<file path="config.mk">
export PLATFORM = sky130hd
export DESIGN_NAME = mac_sequencer
export DESIGN_NICKNAME = d
export VERILOG_FILES = /design/src/rtl/mac_pkg.sv /design/src/rtl/mac_tag_pipe.sv /design/src/rtl/mac_sequencer.sv
export SDC_FILE = /design/constraint.sdc
export NUM_CORES = 1
export LEC_CHECK = 0
export ABC_CLOCK_PERIOD_IN_PS = 5820
export CAP_MARGIN = 20
export CORE_MARGIN = 2
export CORE_UTILIZATION = 49
export CTS_BUF_LIST = sky130_fd_sc_hd__clkbuf_16
export DETAILED_ROUTE_END_ITERATION = 10
export HOLD_SLACK_MARGIN = 0.1
export PLACE_DENSITY = 0.77
export SLEW_MARGIN = 20
export SYNTH_ARGS = -nofsm -noshare
export SYNTH_HDL_FRONTEND = slang
export SYNTH_HIERARCHICAL = 1
export SYNTH_SLANG_ARGS = --single-unit
</file>
<file path="constraint.sdc">
create_clock -name clk -period 5.82 [get_ports clk]
set_clock_uncertainty 0.15 [all_clocks]
set_input_delay 0.582 -clock clk [delete_from_list [all_inputs] [get_ports clk]]
set_output_delay 0.582 -clock clk [all_outputs]
set_load 0.1 [all_outputs]
</file>
<file path="src/rtl/mac_pkg.sv">
// Shared definitions for the MAC sequencer: FSM states, MNT layout, O address layout.
package mac_pkg;

    localparam int DIM          = 8;
    localparam int ROW_W        = 3;
    localparam int FIELD_W      = 4;
    localparam int MNT_W        = 12;
    localparam int MNT_M_LSB    = 8;
    localparam int MNT_N_LSB    = 4;
    localparam int MNT_T_LSB    = 0;

    // addr_o = {row[2:0], half}
    localparam int ADDR_O_W        = 4;
    localparam int ADDR_O_HALF_BIT = 0;
    localparam int ADDR_O_ROW_LSB  = 1;

    // T above this needs two 16-bit O words per result row
    localparam logic [FIELD_W-1:0] HALF_SPLIT = 4'd4;

    typedef enum logic [2:0] {
        IDLE   = 3'd0,
        LOAD_W = 3'd1,
        RUN    = 3'd2,
        DRAIN  = 3'd3,
        DONE   = 3'd4
    } state_e;

    // A dimension is usable when it lies in 1..DIM
    function automatic logic field_ok(input logic [FIELD_W-1:0] f);
        return (f != 4'd0) && (f <= 4'(DIM));
    endfunction

    // Index of the last row for a dimension of value f (f >= 1)
    function automatic logic [ROW_W-1:0] last_idx(input logic [FIELD_W-1:0] f);
        logic [FIELD_W-1:0] tmp;
        tmp = f - 4'd1;
        return tmp[ROW_W-1:0];
    endfunction

endpackage

</file>
<file path="src/rtl/mac_tag_pipe.sv">
// Delay line carrying (valid, row) tags alongside the memory read and array pipeline.
module mac_tag_pipe
    import mac_pkg::*;
#(
    parameter int DEPTH  = 3,
    parameter int IV_TAP = 1
) (
    input  logic             clk,
    input  logic             rst,
    input  logic             in_valid,
    input  logic [ROW_W-1:0] in_row,
    output logic             i_valid,
    output logic             wr_req,
    output logic [ROW_W-1:0] wr_row
);

    logic [DEPTH-1:0] vld_q, vld_d;
    logic [ROW_W-1:0] row_q [DEPTH];
    logic [ROW_W-1:0] row_d [DEPTH];

    // Shift every tag one stage deeper each cycle
    always_comb begin
        vld_d    = {vld_q[DEPTH-2:0], in_valid};
        row_d[0] = in_row;
        for (int i = 1; i < DEPTH; i++) begin
            row_d[i] = row_q[i-1];
        end
    end

    // Tag stage registers
    always_ff @(posedge clk or posedge rst) begin
        if (rst) begin
            vld_q <= '0;
            for (int i = 0; i < DEPTH; i++) begin
                row_q[i] <= 3'd0;
            end
        end else begin
            vld_q <= vld_d;
            for (int i = 0; i < DEPTH; i++) begin
                row_q[i] <= row_d[i];
            end
        end
    end

    assign i_valid = vld_q[IV_TAP-1];
    assign wr_req  = vld_q[DEPTH-1];
    assign wr_row  = row_q[DEPTH-1];

endmodule

</file>
<file path="src/rtl/mac_sequencer.sv">
// Sequences one MxN * NxT multiply: weight rows, input rows, then O-memory writes.
module mac_sequencer
    import mac_pkg::*;
#(
    parameter int RD_LAT    = 1,
    parameter int ARRAY_LAT = 2
) (
    input  logic                clk,
    input  logic                rst,
    input  logic                start,
    input  logic [MNT_W-1:0]    mnt,
    output logic                busy,
    output logic                done,
    output logic                err,
    output logic                en_w,
    output logic [ROW_W-1:0]    addr_w,
    output logic                en_i,
    output logic [ROW_W-1:0]    addr_i,
    output logic                w_load,
    output logic [ROW_W-1:0]    w_row,
    output logic                i_valid,
    output logic [FIELD_W-1:0]  n_act,
    output logic [FIELD_W-1:0]  t_act,
    output logic                en_o,
    output logic                rw_o,
    output logic [ADDR_O_W-1:0] addr_o,
    output logic                o_half
);

    state_e             state_q, state_d;
    logic [ROW_W-1:0]   cnt_q, cnt_d, row_q, row_d;
    logic               phase_q, phase_d, w2_q, w2_d;
    logic [FIELD_W-1:0] m_q, m_d, n_q, n_d, t_q, t_d;
    logic               err_q, err_d, done_q, done_d, busy_q, busy_d;
    logic               en_w_q, en_w_d, en_i_q, en_i_d, w_load_q, w_load_d;
    logic [ROW_W-1:0]   addr_w_q, addr_w_d, addr_i_q, addr_i_d, w_row_q, w_row_d;
    logic               half2_q, half2_d;
    logic [ROW_W-1:0]   half2_row_q, half2_row_d;
    logic               wr_req_s, last_wr_s;
    logic [ROW_W-1:0]   wr_row_s;
    logic [FIELD_W-1:0] mnt_m_s, mnt_n_s, mnt_t_s;

    assign mnt_m_s = mnt[MNT_M_LSB +: FIELD_W];
    assign mnt_n_s = mnt[MNT_N_LSB +: FIELD_W];
    assign mnt_t_s = mnt[MNT_T_LSB +: FIELD_W];

    mac_tag_pipe #(
        .DEPTH  (RD_LAT + ARRAY_LAT),
        .IV_TAP (RD_LAT)
    ) u_tag_pipe (
        .clk      (clk),
        .rst      (rst),
        .in_valid (en_i_q),
        .in_row   (addr_i_q),
        .i_valid  (i_valid),
        .wr_req   (wr_req_s),
        .wr_row   (wr_row_s)
    );

    // Second-half write follows the first-half write of a row when T needs two words
    always_comb begin
        half2_d     = wr_req_s & w2_q;
        half2_row_d = wr_row_s;
        last_wr_s   = (half2_q && (half2_row_q == last_idx(m_q))) ||
                      (wr_req_s && !w2_q && (wr_row_s == last_idx(m_q)));
    end

    // Next-state, counter and next-output logic of the job FSM
    always_comb begin
        state_d  = state_q;
        cnt_d    = cnt_q;
        row_d    = row_q;
        phase_d  = phase_q;
        w2_d     = w2_q;
        m_d      = m_q;
        n_d      = n_q;
        t_d      = t_q;
        err_d    = err_q;
        en_w_d   = 1'b0;
        addr_w_d = 3'd0;
        en_i_d   = 1'b0;
        addr_i_d = 3'd0;
        w_load_d = en_w_q;
        w_row_d  = en_w_q ? addr_w_q : 3'd0;
        case (state_q)
            IDLE: begin
                if (start) begin
                    m_d   = mnt_m_s;
                    n_d   = mnt_n_s;
                    t_d   = mnt_t_s;
                    w2_d  = (mnt_t_s > HALF_SPLIT);
                    if (field_ok(mnt_m_s) && field_ok(mnt_n_s) && field_ok(mnt_t_s)) begin
                        err_d    = 1'b0;
                        state_d  = LOAD_W;
                        cnt_d    = 3'd0;
                        en_w_d   = 1'b1;
                        addr_w_d = 3'd0;
                    end else begin
                        err_d   = 1'b1;
                        state_d = DONE;
                    end
                end else begin
                    state_d = IDLE;
                end
            end
            LOAD_W: begin
                if (cnt_q == last_idx(n_q)) begin
                    state_d  = RUN;
                    row_d    = 3'd0;
                    phase_d  = 1'b0;
                    en_i_d   = 1'b1;
                    addr_i_d = 3'd0;
                end else begin
                    cnt_d    = cnt_q + 3'd1;
                    en_w_d   = 1'b1;
                    addr_w_d = cnt_q + 3'd1;
                end
            end
            RUN: begin
                if (w2_q && !phase_q) begin
                    phase_d = 1'b1;
                end else if (row_q == last_idx(m_q)) begin
                    state_d = DRAIN;
                end else begin
                    row_d    = row_q + 3'd1;
                    phase_d  = 1'b0;
                    en_i_d   = 1'b1;
                    addr_i_d = row_q + 3'd1;
                end
            end
            DRAIN: begin
                if (last_wr_s) begin
                    state_d = DONE;
                end else begin
                    state_d = DRAIN;
                end
            end
            DONE: begin
                state_d = IDLE;
            end
            default: begin
                state_d = IDLE;
            end
        endcase
        done_d = (state_d == DONE);
        busy_d = (state_d != IDLE);
    end

    // State, counters and registered outputs
    always_ff @(posedge clk or posedge rst) begin
        if (rst) begin
            state_q     <= IDLE;
            cnt_q       <= 3'd0;
            row_q       <= 3'd0;
            phase_q     <= 1'b0;
            w2_q        <= 1'b0;
            m_q         <= 4'd0;
            n_q         <= 4'd0;
            t_q         <= 4'd0;
            err_q       <= 1'b0;
            done_q      <= 1'b0;
            busy_q      <= 1'b0;
            en_w_q      <= 1'b0;
            addr_w_q    <= 3'd0;
            en_i_q      <= 1'b0;
            addr_i_q    <= 3'd0;
            w_load_q    <= 1'b0;
            w_row_q     <= 3'd0;
            half2_q     <= 1'b0;
            half2_row_q <= 3'd0;
        end else begin
            state_q     <= state_d;
            cnt_q       <= cnt_d;
            row_q       <= row_d;
            phase_q     <= phase_d;
            w2_q        <= w2_d;
            m_q         <= m_d;
            n_q         <= n_d;
            t_q         <= t_d;
            err_q       <= err_d;
            done_q      <= done_d;
            busy_q      <= busy_d;
            en_w_q      <= en_w_d;
            addr_w_q    <= addr_w_d;
            en_i_q      <= en_i_d;
            addr_i_q    <= addr_i_d;
            w_load_q    <= w_load_d;
            w_row_q     <= w_row_d;
            half2_q     <= half2_d;
            half2_row_q <= half2_row_d;
        end
    end

    assign busy   = busy_q;
    assign done   = done_q;
    assign err    = err_q;
    assign en_w   = en_w_q;
    assign addr_w = addr_w_q;
    assign en_i   = en_i_q;
    assign addr_i = addr_i_q;
    assign w_load = w_load_q;
    assign w_row  = w_row_q;
    assign n_act  = n_q;
    assign t_act  = t_q;
    assign en_o   = wr_req_s | half2_q;
    assign rw_o   = en_o;
    assign addr_o = half2_q  ? {half2_row_q, 1'b1} :
                    wr_req_s ? {wr_row_s, 1'b0}    : 4'd0;
    assign o_half = addr_o[ADDR_O_HALF_BIT];

endmodule

</file>
==> reports/metrics.csv, run 1 <==
metric,value,unit
cts-root-buf,clkbuf_16,
antenna_found_initial,0,
critical-path-top-delay-family,buffers and inverters,
tightest_slew,0.982,ns
numPortBuffers,45,
viasPerCell,5.05,
synth_edf_count,0,
fin_crit_sh,48.2,%
rsz0062_at_grt,false,
chipHeight,71.1,um
nNetsFinal,264,
hold_path.class,reg -> reg,
fmax,0.356,GHz
cts_tree,built,
numCtsBuffers,5,
min_period,2.81,ns
path_clk_slew,0.06,ns
cts-htree-levels,2,
initial_utilization,50.6,%
postCtsSetupRepairBufs,0,
hold_viol,0,
setup_viol,0,
synth_ff_type,dfrtp_1,
required,5.09,ns
relSlewSlack,34.3,%
hold_start,u_tag_pipe/row_d[4],
critPathMaxFanout,6,
first_pass_iters,5,
post-dp-hpwl,2950,um
die-area,5050,sq um
final_util,65.4,%
criticalPathCategory,reg -> out,
num_rows,24,
tns,0,ns
overflow,0,
rrSetupSlack,3.52,ns
cap_violations,0,
drc,0,
r2r_end,state_q[1],
grt_pass1_vias,1498,
seq_area_frac_synth,60.2,%
rr_startpoint,m_q[0],
worst_setup_path_end_kind,output port,
wl_per_cell,13.3,um
clock_path_buffers,2,
path_buf_inv,1,
core_area,4350,sq um
stdcell_area,2850,sq um
whs_path_depth,0,
grt_pass1_wl,6940,um
grt_util_met1,24.5,%
ys_types,40,
yosys_warnings,6,
cp_cell_sequence,nand2_1 > o21ai_0 > clkdlybuf4s50_1,
grt_max_degree,42,
synthToLayoutAreaGrowth,29.2,%
status,finished clean,
drive_above_1_share,7.32,%
via_count,1506,
met3_usage,4.56,%
startpoint_type,flop,
io_pins,46,
synth-seq-cells,53,
grt_busiest_layer,met2,
antenna_cells,0,
drv_slew,0,
synthesis.instances,195,
die_width,71.1,um
async_flop_share,100,%
cts_resized,0,
cp.arrival,2.07,ns
max_stage_delay,1.15,ns
r2r_cells,7,
syn_nets,214,
min_delay_worst_endpoint,u_tag_pipe/row_d[1],
netlist_area,2200,sq um
gp_congestion,0.763,
clock-sinks,53,
met2_usage,27.5,%
insertion_delay,0.28,ns
drt_iter0_drc,142,
syn_area_per_cell,11.3,sq um
ant_nets,0,
ctsHoldBuffers,0,
cp_slowest_cell,clkdlybuf4s50_1,
drt_wl_total,3950,um
track_usage,17.7,%
post_dp_cell_area,2710,sq um
worst max-delay path by stage:
stage / from / to / slack (ns) / depth (start not counted)
after CTS: half2_q / addr_o[2] / 2.99 / 2
after floorplan: half2_q / addr_o[1] / 2.01 / 1
after detailed placement: half2_q / addr_o[2] / 3.31 / 2
after global routing: half2_q / addr_o[1] / 2.91 / 3
after global placement: half2_q / addr_o[3] / 3.32 / 2
final: u_tag_pipe/vld_q[2] / addr_o[2] / 3.01 / 3
final cells by class:
type	instances	area (sq um)
fillers	339	1510
flip-flops and latches	53	1330
multi-input cells	125	805
repair buffers	47	465
clock buffers	5	125
well taps	52	65.1
inverters	13	48.8
clock inverters	3	12.5
per-stage QoR:
stage | std cells | worst slack [ns] | hold slack, ns
2_1_floorplan | 195 | 2.01 | 0.181
3_5_place_dp | 290 | 3.31 | 0.185
5_1_grt | 298 | 2.91 | 0.204
4_1_cts | 298 | 2.99 | 0.199
6_report | 298 | 3.01 | 0.198
3_3_place_gp | 290 | 3.32 | 0.182
Yosys cell counts, drive strengths merged (2+ instances only):
cell type / n / area share (%)
xnor3: 2 / 2.1
o221ai: 2 / 0.80
a21o: 3 / 1.0
nand2: 33 / 5.6
buf: 3 / 0.91
xor2: 9 / 3.6
and3: 2 / 0.57
a21oi: 4 / 1.1
o21ai: 17 / 3.9
inv: 13 / 2.2
nand3b: 2 / 0.68
nand3: 4 / 0.91
xnor2: 5 / 2.0
or2: 2 / 0.57
or2b: 3 / 1.1
dfrtp: 53 / 60
nor2: 10 / 1.7
ha: 4 / 2.3
and2: 4 / 1.1
nor3: 4 / 0.91
nand2b: 2 / 0.57
logic make-up after synthesis:
family          after synthesis  share of synthesized area [%]
simple gates                 74                           17.4
flops                        53                           60.2
compound gates               31                           9.14
buf+inv                      17                           3.29
xor+xnor                     16                           7.67
fa+ha+maj                     4                           2.27
worst reg2reg max path, stage by stage (launching register included):
cell	delay, ns
dfrtp_1	0.47
inv_1	0.09
ha_1	0.39
xor2_1	0.17
nand4b_1	0.14
o221ai_1	0.30
a21oi_1	0.14
or3_1	0.33
placed cells by master, fill, tap and decap left out, types with 2 or more instances in the layout:
master and instances:
or2b_2 2, o21ai_1 5, clkdlybuf4s50_1 45, o221ai_1 2, nor2_1 10, inv_1 13
buf_4 2, nand3_1 4, nand2b_1 2, or2_2 2, o21ai_0 12, a21oi_1 3
and3_1 2, nand3b_1 2, nor3_1 4, clkbuf_16 5, ha_1 4, nand2_1 33
xor2_1 9, xnor2_1 5, dfrtp_1 53, and2_1 4, a21o_1 3, clkinv_1 2
per-layer routing:
metal | wire length (um) | vias to the layer above
li1 | - | 750
met1 | 1870 | 717
met2 | 1850 | 33
met3 | 168 | 6
met4 | 67 | 0
met5 | 0 | -
state kept, by name, summed over array words and instances (netlist names):
name / cells
half2_row_q: 3
u_tag_pipe/row_d: 6
cnt_q: 3
w2_q: 1
row_q: 3
w_row: 3
addr_i: 3
done: 1
u_tag_pipe/vld_q: 3
en_i: 1
n_act: 4
en_w: 1
w_load: 1
t_act: 4
addr_w: 3
state_q: 3
u_tag_pipe/wr_row: 3
phase_q: 1
err: 1
busy: 1
m_q: 3
half2_q: 1
Power of run 1 is not shown: default switching activity piles up to over one toggle a cycle in this logic, so the estimate is an artifact.
==> run 2, diff against run 1 <==
- ABC_CLOCK_PERIOD_IN_PS: 5820 -> 2400
- CORE_UTILIZATION: 49 -> 45
- PLACE_DENSITY: 0.77 -> 0.75
- clock period: 5.82 -> 2.4 ns (I/O delays scaled with it)
==> run 2 against run 1 <==
  * Utilization decreased by 6.2 points
  * Count of clock-buffer cells in the layout unchanged
  * Critical path depth up 4
  * Cell count up 5.4%
  * Non-clock buffer count is 1 higher
  * Wire length grew 2.6%
  * Sequential cell count stayed put
  * Worst hold slack got worse by 0.073 ns
  * Via count rose by 1.2%
  * First-iteration DRC count down 35%
  * Critical path type is now reg -> reg
  * Largest cell class unchanged
==> reports/metrics.csv, run 2 (synthesis results as in run 1) <==
metric,value,unit
worst_setup_path_end_kind,flop,
drive_above_1_share,20.2,%
fillers,417,
wl_per_cell,12.9,um
viasPerCell,4.85,
antenna_cells,0,
clock_path_buffers,2,
regArea,1330,sq um
largest_register_ffs,6,
ant_nets,0,
final_common_cell,dfrtp_1,
met2_usage,26.0,%
hold_path.class,in -> async,
fmax,0.466,GHz
setup_viol,0,
numCtsBuffers,5,
met3_usage,4.47,%
die-area,5470,sq um
synthToLayoutAreaGrowth,26.9,%
fin_crit_sh,89.3,%
grt_busiest_layer,met2,
num_rows,25,
ctsHoldBuffers,0,
tightest_slew,0.508,ns
drt_iter0_drc,93,
die_width,74.0,um
stdcell_area,2800,sq um
max_stage_delay,0.45,ns
numPortBuffers,45,
critPathMaxFanout,4,
cts-root-buf,clkbuf_16,
grt_util_met1,22.8,%
relSlewSlack,66.1,%
initial_utilization,46.6,%
drt_wl_total,4050,um
grt_max_degree,42,
drv_slew,0,
path_clk_slew,0.06,ns
cts_tree,built,
post-dp-hpwl,2980,um
cp_cell_sequence,inv_1 > ha_1 > xor2_1 > nand4b_1 > o221ai_1 > a21oi_1 > or3_1,
cts-htree-levels,2,
clock-sinks,53,
grt_pass1_vias,1461,
startpoint_type,flop,
io_pins,46,
first_pass_iters,4,
grt_pass1_wl,6810,um
track_usage,16.7,%
status,finished clean,
min_period,2.14,ns
criticalPathCategory,reg -> reg,
cts_resized,0,
chipHeight,74.0,um
tns,0,ns
via_count,1524,
rsz0062_at_grt,false,
cp_slowest_cell,dfrtp_1,
core_area,4720,sq um
gp_congestion,0.756,
required,2.41,ns
cp.arrival,2.15,ns
drc,0,
hold_viol,0,
post_dp_cell_area,2660,sq um
overflow,0,
nNetsFinal,265,
multi_input_area,805,sq um
antenna_found_initial,0,
final_cell_mix,"dfrtp_1, buf_4, nand2_1",
cap_violations,0,
insertion_delay,0.28,ns
postCtsSetupRepairBufs,0,
==> run 2: final timing paths <==
path                                           from                    to  slack, ns  depth (start not counted)
worst max-delay path                         m_q[0]            state_q[1]       0.26                          7
worst min-delay path                            rst   u_tag_pipe/row_d[2]       0.12                          2
worst max register to register               m_q[0]            state_q[1]       0.26                          7
worst min register to register  u_tag_pipe/row_d[0]  u_tag_pipe/wr_row[0]       0.20                          0
max in group asynchronous                       rst              n_act[3]       1.49                          3
min in group clk                u_tag_pipe/row_d[0]  u_tag_pipe/wr_row[0]       0.20                          0
==> run 2: final cells by class <==
cell class	instances	share of cell area, %
Sequential cell	53	47.4
Multi-Input combinational cell	125	28.8
Timing Repair Buffer	48	14.1
Clock buffer	5	4.47
Tap cell	67	3.00
Inverter	13	1.74
Clock inverter	3	0.447
==> run 2: metal layers <==
layer / share of wire, % / wire length (um)
met3: 5.1 / 206
met5: 0 / 0
met2: 48 / 1950
met1: 45 / 1820
met4: 1.8 / 74
==> run 2: worst max-delay path: cells and delay by family, from the launching register on <==
| kind | cells | cell delay (ns) |
|---|---|---|
| AOI/OAI and AO/OA | 2 | 0.36 |
| DFF | 1 | 0.45 |
| adders and majority gates | 1 | 0.37 |
| buffers and inverters | 1 | 0.09 |
| xor gates and xnor gates | 1 | 0.16 |
| and+or+nand+nor | 2 | 0.45 |
==> run 2: per-stage QoR <==
step,cells,utilization (%),hold WS (ns),setup slack (ns)
after CTS,314,59.2,0.139,0.232
after global placement,306,56.3,0.182,0.392
after global routing,314,59.2,0.182,0.0330
after detailed placement,306,56.3,0.185,0.268
after floorplan,195,-,-0.0453,-0.315
final,314,59.2,0.125,0.256
Power of run 2 is left out for the same reason.
==> patch: new RTL, settings of run 2 <==
`MNT_N_LSB`: 4 -> 2.
--- a/src/rtl/mac_pkg.sv
+++ b/src/rtl/mac_pkg.sv
@@ -7,5 +7,5 @@
     localparam int MNT_W        = 12;
     localparam int MNT_M_LSB    = 8;
-    localparam int MNT_N_LSB    = 4;
+    localparam int MNT_N_LSB    = 2;
     localparam int MNT_T_LSB    = 0;
 
Formal check against the unedited RTL: not equivalent (Yosys sat finds a counterexample within 4 cycles, from zero or initial values and one cycle with rst high).
==> patch against run 2 <==
Cell count is 11% lower. Cell area is 2.4% lower. Utilization is 1.0 points lower. Setup slack better by 0.023 ns. Sequential share of layout area is 0.59 points lower. Fmax is 1.1% higher. Wire length is 7.0% lower. Largest cell class unchanged. Sequential cell count is 2 lower. Synthesized area is 1.2% lower. Via count is 6.0% lower. Critical path depth stayed put.
Power is left out: the tool's default activity adds up to more than one toggle a clock period on the data nets, which glitch-free logic cannot reach.
==> patch: results (changes against run 2) <==
| Metric | Value |
|---|---|
| Reg2Reg Capture Point | `busy$_DFF_PP0_` |
| Share of cells above drive strength 1 | `25.11% (+4.9 points)` |
| First-pass GRT wire length | `6.341 mm (-6.9%)` |
| Yosys warns | `6 (unchanged)` |
| Critical setup path kind | `reg -> reg` |
| Pin count of the biggest net entering global routing | `40 (-4.8%)` |
| PortBufs | `43 (-4.4%)` |
| Drt initial violations | `113 (+22%)` |
| H-tree depth | `2 (unchanged)` |
| PnR worst setup slack | `0.2791 ns (+0.02288 ns)` |
| Flip-flop count of the largest register after layout | `6 (unchanged)` |
| Detailed Routing Iterations Pass 1 | `4 (unchanged)` |
| Antenna diode instance count | `0 (unchanged)` |
| Delay of the slowest cell on the worst path | `0.36 ns (-0.09 ns)` |
| Clock-pin slew on the worst setup and hold paths | `0.06 ns (about the same)` |
| Total of fill cells in the finished design | `389 (-6.7%)` |
| Maximum net fanout on the critical path | `3 (-1)` |
| Result of the run | `finished clean` |
| Total CTS buffers | `5 (unchanged)` |
| Proportion of register bits with asynchronous set or reset after synthesis | `100.0% (unchanged)` |
| Class of the worst hold path | `in -> async` |
| GRT Total Usage | `15.61% (-1.1 points)` |
| Routed wire length | `3.769 mm (-7.0%)` |
| Worst Reg2Reg Path Length in Cells | `7 (unchanged)` |
| Placed instance area | `2589 um^2 (-2.6%)` |
| Flip-flop cell with the highest count after synthesis | `sky130_fd_sc_hd__dfrtp_1` |
| Area contributors post-synth | `sky130_fd_sc_hd__dfrtp_1 59%, sky130_fd_sc_hd__xnor2_1 3.6%, sky130_fd_sc_hd__nand2_1 2.9%` |
| Family with the most delay on the worst path | `compound AO/OA/AOI/OAI gates` |
| Vias after detailed routing | `1,432 (-6.0%)` |
| Cell chosen for the clock root | `sky130_fd_sc_hd__clkbuf_16` |
| Critical Path Slowest Stage Cell | `sky130_fd_sc_hd__ha_1` |
| Detailed placement HPWL | `2.778 mm (-6.8%)` |
| Synthesized instance count | `178 (-8.7%)` |
| Cell Count Post-Placement | `273 (-11%)` |
| Final nets | `245 (-7.5%)` |
| Worst slack at placement | `0.1458 ns (-0.1220 ns)` |
| Number of non-filler instances in the completed layout | `281 (-11%)` |
| Antenna violations before repair | `0 (unchanged)` |
| Post-synthesis sequential area ratio | `58.62% (-1.6 points)` |
| Total nets after synthesis | `197 (-7.9%)` |
| Buffers from clock root to sink, at most | `2 (unchanged)` |
| Startpoint of the worst register-to-register path | `m_q[0]$_DFFE_PP0P_` |
| Commonest cells in the netlist | `51 x sky130_fd_sc_hd__dfrtp_1, 17 x sky130_fd_sc_hd__nand2_1, 9 x sky130_fd_sc_hd__inv_1, 9 x sky130_fd_sc_hd__o21ai_0, 9 x sky130_fd_sc_hd__xnor2_1` |
| Critical path data arrival time | `2.12 ns (-0.03 ns)` |
| Slew at the pin closest to its max-slew limit | `0.5028 ns (-0.005444 ns)` |
| Worst-Skew Late Latency | `0.29 ns` |
| Final GP Congestion | `0.7803 (+3.2%)` |
| Post-synth cell types | `43 (+7.5%)` |
| Final setup violation count | `0 (unchanged)` |
[patch: changes by cell type in the layout (fill, tap and decap cells not counted), moves of 3 or more]
| cell | delta |
|---|---|
| sky130_fd_sc_hd__nand2_1 | -16 |
| sky130_fd_sc_hd__xor2_1 | -6 |
| sky130_fd_sc_hd__mux2_2 | +5 |
| sky130_fd_sc_hd__dfrtp_1 | -4 |
| sky130_fd_sc_hd__nor2_1 | -4 |
| sky130_fd_sc_hd__nor2b_1 | +4 |
| sky130_fd_sc_hd__xnor2_1 | +4 |
| sky130_fd_sc_hd__a211oi_1 | +3 |
| sky130_fd_sc_hd__inv_1 | -3 |
| sky130_fd_sc_hd__nand3_1 | -3 |
| sky130_fd_sc_hd__o21ai_0 | -3 |
[patch: routing by layer]
layer,GRT usage [%],share of wire [%]
met4,6.667,1.7
met3,4.252,4.7
met5,0,0
met2,24.21,48
met1,20.63,45
[patch: cell families (layout without fill, tap and decap cells)]
kind of cell               Yosys count  after routing  synth area share, %
and+or+nand+nor                     56             56                15.52
DFF                                 51             51                58.62
AOI/OAI and AO/OA                   33             33                10.46
xor gates and xnor gates            14             14                6.954
buffers and inverters               14             63                3.103
muxes                                6              6                3.046
adders and majority gates            4              4                2.299
[patch: final cells by class]
type                       instances  area share (%)
clock buffer                       5           4.583
clock inverter                     3          0.5958
inverter                           9           1.237
multi-input combinational        113           30.52
sequential                        51           46.84
tap                               54           2.475
timing repair buffer              46           13.75
[patch: stage by stage]
stage / util [%] / hold slack, ns / setup TNS [ns]
floorplan: - / -0.04530 / -0.9306
global placement: 55.17 / 0.1814 / 0
detailed placement: 55.17 / 0.1864 / 0
CTS: 58.19 / 0.1406 / 0
global route: 58.19 / 0.1905 / 0
finish: 58.19 / 0.1302 / 0
